==> src/rtl/pixel_dispatcher_if.sv <==
// pixel_dispatcher_if: frame request, per-core job handshake and status
// signals shared between the pixel dispatcher and its environment.
// master = dispatcher side, slave = frame controller / core array side.
interface pixel_dispatcher_if #(
    parameter int NUM_CORES = 2,
    parameter int DIM_W     = 13
);
    logic                 start;
    logic [DIM_W-1:0]     image_width;
    logic [DIM_W-1:0]     image_height;
    logic [2:0]           no_of_extra_cores;
    logic [NUM_CORES-1:0] core_ready;
    logic [NUM_CORES-1:0] core_valid;
    logic [DIM_W-1:0]     x_out;
    logic [DIM_W-1:0]     y_out;
    logic                 busy;
    logic                 frame_done;

    modport master (
        input  start, image_width, image_height, no_of_extra_cores, core_ready,
        output core_valid, x_out, y_out, busy, frame_done
    );

    modport slave (
        output start, image_width, image_height, no_of_extra_cores, core_ready,
        input  core_valid, x_out, y_out, busy, frame_done
    );
endinterface

==> src/rtl/pixel_dispatcher.sv <==
// pixel_dispatcher: hands out pixel jobs (x, y) in raster order, round-robin
// over the active ray-tracing cores, one job per cycle at most.
// Optional feature: define DISPATCH_CONTINUOUS_EN to restart a new frame
// straight from DONE instead of returning to IDLE.
module pixel_dispatcher #(
    parameter int NUM_CORES = 2,
    parameter int DIM_W     = 13
) (
    input  logic                 aclk,
    input  logic                 aresetn,
    pixel_dispatcher_if.master   bus
);

    typedef enum logic [1:0] {IDLE, DISPATCH, DONE} state_t;

    localparam logic [DIM_W-1:0] ONE = DIM_W'(1);

    state_t               state, state_d;
    logic [DIM_W-1:0]     x_q, x_d, y_q, y_d;
    logic [2:0]           tgt_q, tgt_d;
    logic [DIM_W-1:0]     width_q, height_q;
    logic [3:0]           ncores_q;
    logic [NUM_CORES-1:0] core_valid_q, core_valid_d;
    logic                 busy_q, busy_d;
    logic                 frame_done_q, frame_done_d;
    logic                 latch_en, zero_frame, xfer, last_job, dims_ok;

    // Active core count: requested count, saturated to the cores that exist.
    function automatic logic [3:0] clamp_cores(input logic [2:0] extra);
        logic [3:0] want;
        want = {1'b0, extra} + 4'd1;
        if (want > 4'(NUM_CORES)) begin
            return 4'(NUM_CORES);
        end
        return want;
    endfunction

    assign dims_ok  = (bus.image_width != '0) && (bus.image_height != '0);
    // core_valid is one-hot on the target, so ready on other cores masks out.
    assign xfer     = (state == DISPATCH) && (|(core_valid_q & bus.core_ready));
    assign last_job = (x_q == width_q - ONE) && (y_q == height_q - ONE);

    // Next state plus raster/round-robin position update.
    always_comb begin
        state_d    = state;
        x_d        = x_q;
        y_d        = y_q;
        tgt_d      = tgt_q;
        latch_en   = 1'b0;
        zero_frame = 1'b0;
        case (state)
            IDLE: begin
                if (bus.start) begin
                    if (dims_ok) begin
                        state_d  = DISPATCH;
                        latch_en = 1'b1;
                        x_d      = '0;
                        y_d      = '0;
                        tgt_d    = '0;
                    end else begin
                        zero_frame = 1'b1;
                    end
                end
            end
            DISPATCH: begin
                if (xfer) begin
                    if (last_job) begin
                        state_d = DONE;
                    end else begin
                        if (x_q == width_q - ONE) begin
                            x_d = '0;
                            y_d = y_q + ONE;
                        end else begin
                            x_d = x_q + ONE;
                        end
                        if ({1'b0, tgt_q} == ncores_q - 4'd1) begin
                            tgt_d = '0;
                        end else begin
                            tgt_d = tgt_q + 3'd1;
                        end
                    end
                end
            end
            DONE: begin
`ifdef DISPATCH_CONTINUOUS_EN
                // A zero-sized frame cannot be looped; fall back to IDLE.
                if (dims_ok) begin
                    state_d  = DISPATCH;
                    latch_en = 1'b1;
                    x_d      = '0;
                    y_d      = '0;
                    tgt_d    = '0;
                end else begin
                    state_d = IDLE;
                end
`else
                state_d = IDLE;
`endif
            end
            default: state_d = IDLE;
        endcase
    end

    // Next values of the registered outputs, derived from the next state.
    always_comb begin
        core_valid_d = '0;
        if (state_d == DISPATCH) begin
            core_valid_d = NUM_CORES'(1) << tgt_d;
        end
        busy_d       = (state_d != IDLE);
        frame_done_d = zero_frame || ((state == DISPATCH) && (state_d == DONE));
    end

    // State, position and output registers; reset abandons any frame.
    always_ff @(posedge aclk or negedge aresetn) begin
        if (!aresetn) begin
            state        <= IDLE;
            x_q          <= '0;
            y_q          <= '0;
            tgt_q        <= '0;
            core_valid_q <= '0;
            busy_q       <= 1'b0;
            frame_done_q <= 1'b0;
        end else begin
            state        <= state_d;
            x_q          <= x_d;
            y_q          <= y_d;
            tgt_q        <= tgt_d;
            core_valid_q <= core_valid_d;
            busy_q       <= busy_d;
            frame_done_q <= frame_done_d;
        end
    end

    // Frame geometry captured at frame start; later input changes are ignored.
    always_ff @(posedge aclk) begin
        if (latch_en) begin
            width_q  <= bus.image_width;
            height_q <= bus.image_height;
            ncores_q <= clamp_cores(bus.no_of_extra_cores);
        end
    end

    assign bus.core_valid = core_valid_q;
    assign bus.x_out      = x_q;
    assign bus.y_out      = y_q;
    assign bus.busy       = busy_q;
    assign bus.frame_done = frame_done_q;

endmodule

==> src/flat_wrapper.sv <==
// flat-port wrapper written by rule: the top's interface ports become plain ports
module pixel_dispatcher_flat 
#(
    parameter int NUM_CORES = 2,
    parameter int DIM_W     = 13
)
  (aclk, aresetn, bus_start, bus_image_width, bus_image_height, bus_no_of_extra_cores, bus_core_ready, bus_core_valid, bus_x_out, bus_y_out, bus_busy, bus_frame_done);
  pixel_dispatcher_if #(.NUM_CORES(NUM_CORES), .DIM_W(DIM_W)) bus_i ();
  input  logic aclk;
  input  logic aresetn;
  input wire logic [$bits(bus_i.start)-1:0] bus_start;
  input wire logic [$bits(bus_i.image_width)-1:0] bus_image_width;
  input wire logic [$bits(bus_i.image_height)-1:0] bus_image_height;
  input wire logic [$bits(bus_i.no_of_extra_cores)-1:0] bus_no_of_extra_cores;
  input wire logic [$bits(bus_i.core_ready)-1:0] bus_core_ready;
  output wire logic [$bits(bus_i.core_valid)-1:0] bus_core_valid;
  output wire logic [$bits(bus_i.x_out)-1:0] bus_x_out;
  output wire logic [$bits(bus_i.y_out)-1:0] bus_y_out;
  output wire logic [$bits(bus_i.busy)-1:0] bus_busy;
  output wire logic [$bits(bus_i.frame_done)-1:0] bus_frame_done;
  assign bus_i.start = bus_start;
  assign bus_i.image_width = bus_image_width;
  assign bus_i.image_height = bus_image_height;
  assign bus_i.no_of_extra_cores = bus_no_of_extra_cores;
  assign bus_i.core_ready = bus_core_ready;
  assign bus_core_valid = bus_i.core_valid;
  assign bus_x_out = bus_i.x_out;
  assign bus_y_out = bus_i.y_out;
  assign bus_busy = bus_i.busy;
  assign bus_frame_done = bus_i.frame_done;
  pixel_dispatcher #(.NUM_CORES(NUM_CORES), .DIM_W(DIM_W)) u_core (.aclk(aclk), .aresetn(aresetn), .bus(bus_i));
endmodule
==> config.mk <==
export PLATFORM = sky130hd
export DESIGN_NAME = pixel_dispatcher_flat
export DESIGN_NICKNAME = d
export VERILOG_FILES = /design/src/rtl/pixel_dispatcher_if.sv /design/src/rtl/pixel_dispatcher.sv /design/src/flat_wrapper.sv
export SDC_FILE = /design/constraint.sdc
export NUM_CORES = 1
export LEC_CHECK = 0
export ABC_AREA = 1
export CORE_MARGIN = 3
export CORE_UTILIZATION = 45
export CTS_CLUSTER_DIAMETER = 120
export DETAILED_ROUTE_END_ITERATION = 8
export GPL_ROUTABILITY_DRIVEN = 0
export HOLD_SLACK_MARGIN = 0.15
export PLACE_DENSITY = 0.72
export SYNTH_ARGS = -nofsm -noshare
export SYNTH_HDL_FRONTEND = slang
export SYNTH_SLANG_ARGS = --single-unit
export TNS_END_PERCENT = 5
==> constraint.sdc <==
create_clock -name aclk -period 3.15 [get_ports aclk]
set_clock_uncertainty 0.1 [all_clocks]
set_input_delay 0.63 -clock aclk [delete_from_list [all_inputs] [get_ports aclk]]
set_output_delay 0.63 -clock aclk [all_outputs]
set_load 0.03 [all_outputs]
# == Word-level counts from Yosys, hierarchy flattened ==
# Index checks and enable logic that the tools add are counted.
# classes
addsub,7
muxes,32
n_shift,1
bitwise,1
n_eq_ne,11
reduce_logical,13
magnitude_cmp,1
# ops
op,n
$mux 13,8
$pmux 13 s2,2
$add 13x1->13 const B,2
$eq 13x13->1,2
$reduce_bool 13->1,2
$sub 13x1->13 const B,2
$mux 3,5
$mux 2,5
$mux 1,8
$mux 4,2
$ne 2x2->1 const B,3
$pmux 3 s2,1
$reduce_and 6->1,1
$reduce_and 5->1,1
$add 3x1->4 const B,1
$eq 2x1->1 const B,2
$eq 3x4->1,1
$gt 4x2->1 const B,1
$logic_and 1x1->1,4
$ne 2x1->1 const B,2
$pmux 2 s2,1
$reduce_bool 2->1,2
$sub 4x1->4 const B,1
$add 3x1->3 const B,1
other kinds (6),6
# word_totals
out_inout_bits,30
ff_bits,65
in_bits,34

# == Longest topological paths before layout ==
# Gate-level depths: netlist of the first run.
# logic_depth
word_depth,9
mapped_depth,20
ltp_nobuf,20

# == Worst setup path before layout of the first run ==
# No wires, ideal clock.
# synth_path
kind,flip-flop to flip-flop
startpoint,reg u_core.width_q[0]
endpoint,"reg u_core.y_q[3], in the netlist u_core.bus.y_out[3]"
t_required_ns,2.927
slack_ns,0.820
arrival_time_ns,2.107
stages_incl_launch_ff,15
synth_period_minus_slack_ns,2.330
cell_sequence,edfxtp_1 > inv_2 > ha_1 > nand3_4 > nor2_4 > nand3b_1 > nand2_1 > nand2_1 > nor2_2 > nand2_2 > o21ai_1 > nand2_4 > buf_6 > nor3_1 > nor2_2
# synth_via
elab_chain_cells,5
elab_cells_between_ends,6
# synth_rtl
item,line_no,text
start: declaration,pixel_dispatcher.sv:21,"logic [DIM_W-1:0] width_q, height_q;"
start signal: assignment,pixel_dispatcher.sv:138,width_q <= bus.image_width;
$sub 13x1->13 *,"pixel_dispatcher.sv:41, pixel_dispatcher.sv:70",
$eq 13x13->1 *,"pixel_dispatcher.sv:41, pixel_dispatcher.sv:70",
$logic_and 1x1->1,pixel_dispatcher.sv:41,assign last_job = (x_q == width_q - ONE) && (y_q == height_q - ONE);
$ne 2x2->1 (no source line),--,
$reduce_and 6->1 (no source line) *,--,
end signal: assignment,pixel_dispatcher.sv:127,y_q <= y_d;
end: declaration,pixel_dispatcher.sv:19,"logic [DIM_W-1:0] x_q, x_d, y_q, y_d;"
# Mark *: on every way between the ends. The rest lies on a longest branch, timed or not.
# A chain may end at the register's enable or synchronous reset.

# == Worst setup path in the final report of the first run ==
# layout_path
startpoint,reg u_core.width_q[0]
endpoint,"reg u_core.y_q[7], in the netlist u_core.bus.y_out[7]"
# The elaborated chain is that of the path after synthesis.

==> results of run 1 <==
-- sequential cells by signal (all words and copies together) (netlist names) --
name	flops
u_core.bus.busy	1
u_core.bus.core_valid	2
u_core.bus.frame_done	1
u_core.bus.x_out	13
u_core.bus.y_out	13
u_core.height_q	13
u_core.ncores_q	4
u_core.state	2
u_core.tgt_q	3
u_core.width_q	13
-- cell type report --
type	instances	share of cell area (%)
multi-input cells	389	39.3
flip-flops and latches	65	34.5
repair buffers	68	13.0
inverters	80	5.84
clock buffers	10	2.67
well taps	108	2.63
clock inverters	6	2.04
-- synthesized netlist by cell type, types with 2 or more instances --
cell	count	area [µm²]
a21oi_1	6	30.0
buf_6	3	33.8
dfrtp_1	35	876
edfxtp_1	30	901
ha_1	7	87.6
inv_1	65	244
inv_2	14	52.6
nand2_1	153	574
nand2_2	2	12.5
nand2_4	4	45.0
nand3_1	36	180
nand3b_1	6	45.0
nand4_1	13	81.3
nor2_1	60	225
nor2_2	11	68.8
nor2_4	5	56.3
nor3_1	15	75.1
nor4_1	6	37.5
o21ai_0	11	55.1
o21ai_1	9	45.0
o21ai_2	2	17.5
o31ai_1	5	37.5
or2_2	2	12.5
xnor2_1	12	105
xor2_1	14	123
-- worst reg2reg max path, stage by stage, from the launching register on --
cell	delay [ns]
edfxtp_1	0.46
inv_2	0.10
ha_1	0.23
nand3_4	0.16
nor2_4	0.15
nand2_1	0.07
nand2_1	0.06
nand2_1	0.07
nor2_1	0.14
nand3_1	0.17
nor2_4	0.20
nand2_4	0.09
nand2_4	0.09
nand2_4	0.06
nand2_4	0.20
inv_2	0.17
nand4_1	0.10
o21ai_1	0.08
-- per-layer routing --
metal / GRT usage [%] / vias up
met5: 0 / -
met3: 4.30 / 11
met2: 32.1 / 101
li1: - / 1884
met1: 27.2 / 1724
met4: 4.94 / 0
-- worst paths after layout --
| path | depth (start not counted) | start | endpoint | slack, ns |
|---|---|---|---|---|
| hold reg to reg | 1 | u_core.state[1] | u_core.bus.busy | 0.48 |
| setup / recovery | 17 | u_core.width_q[0] | u_core.bus.y_out[7] | 0.35 |
| min in group asynchronous | 2 | aresetn | u_core.bus.frame_done | 0.59 |
| setup reg to reg | 17 | u_core.width_q[0] | u_core.bus.y_out[7] | 0.35 |
| max in group asynchronous | 2 | aresetn | u_core.bus.x_out[3] | 2.04 |
| hold / removal | 1 | u_core.state[1] | u_core.bus.busy | 0.48 |
-- where the power goes --
group / internal, W / total, W / switching [W]
Combinational: 0.000289 / 0.000731 / 0.000442
Clock: 0.000542 / 0.000875 / 0.000333
Sequential: 0.000963 / 0.00105 / 0.0000896
Total: 0.00179 / 0.00266 / 0.000865
-- stage by stage --
stage / power (W) / utilization (%) / instances / setup WS, ns
global placement: 0.00178 / 55.4 / 710 / 0.327
detailed placement: 0.00180 / 55.4 / 710 / 0.193
global route: 0.00281 / 58.2 / 726 / 0.0475
floorplan: 0.00151 / - / 539 / 0.820
finish: 0.00266 / 58.2 / 726 / 0.351
CTS: 0.00267 / 58.1 / 726 / 0.338
-- cells by family after synthesis --
group	Yosys count	synth area share [%]
other	1	0.0906
AND/OR/NAND/NOR	316	35.0
flip-flops	65	42.9
buffers and inverters	85	8.28
AO/OA/AOI/OAI	38	5.50
XOR/XNOR	27	6.05
adder cells (fa/ha/maj)	7	2.12
==> metrics.txt, run 1 <==
status complete, no violations; unrepaired setup endpoints after global routing no; Setup violations, final 0; Worst-Margin Slew 0.563 ns; gr ovfl total 0; distinct cell type count after synthesis 38; met1 WL ~4500 µm; CTS Sinks 65; die height 102 µm; Max Used Layer met4; Vias ~3700; chip width just over 100 µm; Ports 64; Final HPWL DP ~7500 µm; Worst Path Required around 3.3 ns; Arr. time, crit path slightly below 3 ns; wire length on met3 between 500 and 600 µm; total track usage about a fifth; vias in the first global route between 3000 and 4000; commonest non-fill, non-tap cell in the layout nand2_1; Initial DRC Count between 200 and 250; Synth Register Bits between 60 and 70; fraction of layout cells with a size suffix above 1 just over 10%; Clock Root Buffer clkbuf_8; Post-synth EDFFs 30; DRC Markers 0; Pre-antenna DRT Iters 5; Routed WL between 9000 and 10000 µm; nets@finish 654; Mapped Nets just under 600; TritonCTS buffer count 9; CP max stage delay around 0.46 ns; period utilization 88.9%; CTS tree done; startpoint types flip-flop; dominant synthesized flop cell dfrtp_1; CTS max path bufs 2; Post-CTS Setup Inserts 0; CP Cell Sequence inv_2 > ha_1 > nand3_4 > nor2_4 > nand2_1 > nand2_1 > nand2_1 > nor2_1 > nand3_1 > nor2_4 > nand2_4 > nand2_4 > nand2_4 > nand2_4 > inv_2 > nand4_1 > o21ai_1; vias per inst 5.12; # H-tree levels 3; clock period minus worst slack between 2 and 3 ns; Fillers ~810; pwr dens between 500 and 600 nW/µm²; CP max FO 21; Setup Total Neg Slack 0 ns; die area 10400 µm²; sequential share of the synthesized area about 43%; Crit-path slowest cell edfxtp_1; most frequent cells in the layout 153 x nand2_1, 65 x inv_1, 63 x clkdlybuf4s50_1; async set-reset flop share out of synthesis between 50% and 60%; design area around 5100 µm²; Post-Synthesis Cells between 500 and 600; largest net degree at the start of global routing 36; WL met2 between 4000 and 5000 µm; worst hold slack 0.480 ns; synth warn 0; CP delay by family, top simple AND/OR/NAND/NOR gates; Clk pin slew, worst setup/hold paths approximately 0.08 ns; Worst VDD drop around 0.00031 V; initial antenna violation count 0; cts hold-fix bufs 0; Crit Path Class reg -> reg; Port Buffers between 60 and 70; num rows 34; Multi-input gate area 2020 µm²; relative slew slack around 62%; remaining antenna violation count after routing 0; FMAX 357 MHz; first-pass GRT wire length about 16000 µm; core area 8850 µm²; Post-DP Area between 4000 and 5000 µm²; FF/Latch Area between 1500 and 2000 µm²; cts repair resizes 0; most used cell, CP nand2_4; routed len/inst ~13 µm; HP Class reg -> reg; leakage power between 2 and 2.5 nW; clk_lat worst skew 0.35 ns; # diodes 0; CP endpoint kind flip-flop; Mean Syn Cell Area around 7.7 µm²; max-slew violation count 0; Buf/Inv on CP 2; Layout area overhead 24.3%; max-cap check violation count 0; Fin. Hold Viols 0; Post-Syn Area roughly 4100 µm²; Initial Util between 40% and 50%
Power figures use the tool's default switching activity.
==> run 2, diff against run 1 <==
Settings changed: CTS_CLUSTER_SIZE set to 16.
==> results of run 2 <==
No change in the layout: final DEF, timing and power equal those of run 1.
==> run 3, diff against run 2 <==
Settings changed: PLACE_DENSITY 0.72 to 0.74.
Clock period 3.15 ns to 2.3 ns, I/O delays scaled along.
==> run 3 against run 2 <==
  * The run now ends with setup timing left
  * Critical path depth rose by 1
  * Worst setup slack worse by 0.46 ns
  * Clock-buffer cell count rose by 2
  * Combinational power grew 64%
  * Cell area up 8.4%
  * Global-route usage is 1.1 points higher
  * Utilization rose by 4.9 points
  * Register-to-register slack got worse by 0.46 ns
  * Sequential power increased by 35%
  * Largest cell class unchanged
  * Largest power group unchanged
  * Highest routed layer unchanged
==> metrics.txt, run 3 (synthesis gave the netlist of run 1 again) <==
status complete, but fails checks; failing checks setup timing; cts hold-fix bufs 0 (unchanged); remaining antenna violation count after routing 0 (unchanged); relative slew slack 64.9% (+2.7 points); CP endpoint kind flip-flop; Pre-antenna DRT Iters 5 (unchanged); sw power 0.00122 W (+41%); first-pass GRT wire length 17100 µm (+5.1%); unrepaired setup endpoints after global routing yes; max-cap check violation count 0 (unchanged); Initial Util 46.8% (unchanged); Clk pin slew, worst setup/hold paths 0.07 ns (about the same); clk_lat worst skew 0.34 ns (about the same); chip width 102 µm (unchanged); Crit Path Class reg -> reg; CP Cell Sequence inv_2 > ha_4 > inv_2 > nand2_1 > nand2_1 > nor2_2 > nand2_1 > nor2_1 > nand3_1 > nor2_2 > nand2_2 > nor2_4 > nand3_1 > nand2_2 > buf_4 > o21ai_0 > nand2_1 > nor2_2; CP max FO 4 (-81%); register share of total power 40.1% (+0.5 points); routed len/inst 13.4 µm (-0.33%); Final HPWL DP 8080 µm (+7.2%); HP Class in -> async; vias per inst 5.03 (-1.9%); num rows 34 (unchanged); total track usage 21.0% (+1.1 points); largest net degree at the start of global routing 36 (unchanged); Worst R2R Start u_core.width_q[0]; DRC Markers 0 (unchanged); clock period minus worst slack 2.41 ns (-0.393 ns); switching share of power 34.4% (+1.8 points); Port Buffers 63 (unchanged); most frequent cells in the layout 150 x nand2_1, 64 x inv_1, 63 x clkdlybuf4s50_1; vias in the first global route 3692 (+4.0%); Worst-Margin Slew 0.522 ns (-0.0404 ns); fraction of layout cells with a size suffix above 1 18.8% (+8.4 points); Setup violations, final 24 (+24); CP Depth 18 (+1); Setup Total Neg Slack -0.914 ns (-0.914 ns); max-slew violation count 0 (unchanged); worst r2r path cells 18 (+1); die area 10400 µm² (unchanged); gr ovfl total 0 (unchanged); r2r setup slk -0.11 ns (-0.46 ns); pwr dens 635 nW/µm² (+23%); Crit-path slowest cell edfxtp_1; startpoint types flip-flop; post-route worst setup slack -0.106 ns (-0.457 ns); Routed WL 10400 µm (+6.3%); CTS max path bufs 2 (unchanged); Fillers 757 (-6.2%); commonest non-fill, non-tap cell in the layout nand2_1; CTS tree done; Worst VDD drop 0.000529 V (+71%); CP delay by family, top simple AND/OR/NAND/NOR gates; Vias 3891 (+4.6%); CTS Sinks 65 (unchanged); TritonCTS buffer count 9 (unchanged); Clock Root Buffer clkbuf_8; CP max stage delay 0.36 ns (-0.10 ns); Worst R2R End u_core.bus.x_out[2]; # diodes 0 (unchanged); Worst Path Required 2.42 ns (-0.86 ns); Arr. time, crit path 2.53 ns (-0.40 ns); nets@finish 702 (+7.3%); period utilization 105% (+16 points); DP Cell Count 755 (+6.3%); Layout area overhead 34.7%; power share of the combinational group 33.8% (+6.3 points); core area 8850 µm² (unchanged); Buf/Inv on CP 3 (+1); Ports 64 (unchanged); leakage power 2.59 nW (+8.5%); most used cell, CP nand2_1; # H-tree levels 3 (unchanged); Initial DRC Count 195 (-13%); Fin. Hold Viols 0 (unchanged); initial antenna violation count 0 (unchanged); FMAX 416 MHz (+16%); die height 102 µm (unchanged); fin cells 774 (+6.6%); clock network fraction of design power 26.1% (-6.8 points); internal power 0.00232 W (+30%)
[run 3: cell types whose count changed in the layout (fill, tap and decap cells not counted), sizes merged]
cell / delta
clkinvlp: -1
buf: +48
bufinv: -2
clkinv: +1
clkbuf: +2
[run 3: repair_timing]
action,in CTS,in global routing
resized for setup,14,11
endpoints found under the setup margin,32,34
buffers inserted,0,3
pin swaps,10,5
[run 3: worst max-delay path by stage]
stage / to / from / slack, ns
3_3_place_gp: u_core.bus.x_out[2] / bus_core_ready[0] / -0.27
4_1_cts: u_core.bus.y_out[11] / u_core.height_q[0] / -0.05
3_5_place_dp: u_core.bus.x_out[2] / bus_image_width[2] / -0.27
6_report: u_core.bus.x_out[2] / u_core.width_q[0] / -0.11
5_1_grt: u_core.bus.x_out[2] / u_core.width_q[0] / -0.26
2_1_floorplan: u_core.bus.y_out[5] / u_core.width_q[0] / 0.01
[run 3: per-layer routing]
metal	track usage, %	part of all wire [%]
met1	27.9	46
met3	3.00	4.8
met2	35.2	48
met4	7.27	1.6
met5	0	0
[run 3: power by group through the flow]
stage	Sequential [W]	Combinational (W)	Clock (W)
finish	0.00142	0.00120	0.000923
global route	0.00144	0.00130	0.000985
CTS	0.00142	0.00115	0.000931
detailed placement	0.00144	0.00111	0
global placement	0.00144	0.00109	0
floorplan	0.00158	0.000493	0
[run 3: layout make-up]
class / count / area [µm²] / area share, %
clock inverter: 4 / 43.8 / 0.785
inverter: 80 / 303 / 5.43
sequential: 65 / 1780 / 31.9
timing repair buffer: 116 / 1060 / 19.0
multi-input combinational: 389 / 2120 / 38.1
tap: 108 / 135 / 2.42
clock buffer: 12 / 135 / 2.42
[run 3: through the flow]
stage          hold WS [ns]  instance area, µm²  power [W]  utilization [%]  setup slack [ns]
5_1_grt               0.478                5580    0.00372             63.0            -0.258
2_1_floorplan        0.0644                4160    0.00207                -            0.0134
3_3_place_gp          0.443                5280    0.00253             59.7            -0.270
6_report              0.430                5580    0.00354             63.0            -0.106
4_1_cts               0.437                5520    0.00350             62.4           -0.0499
3_5_place_dp          0.459                5280    0.00255             59.7            -0.270
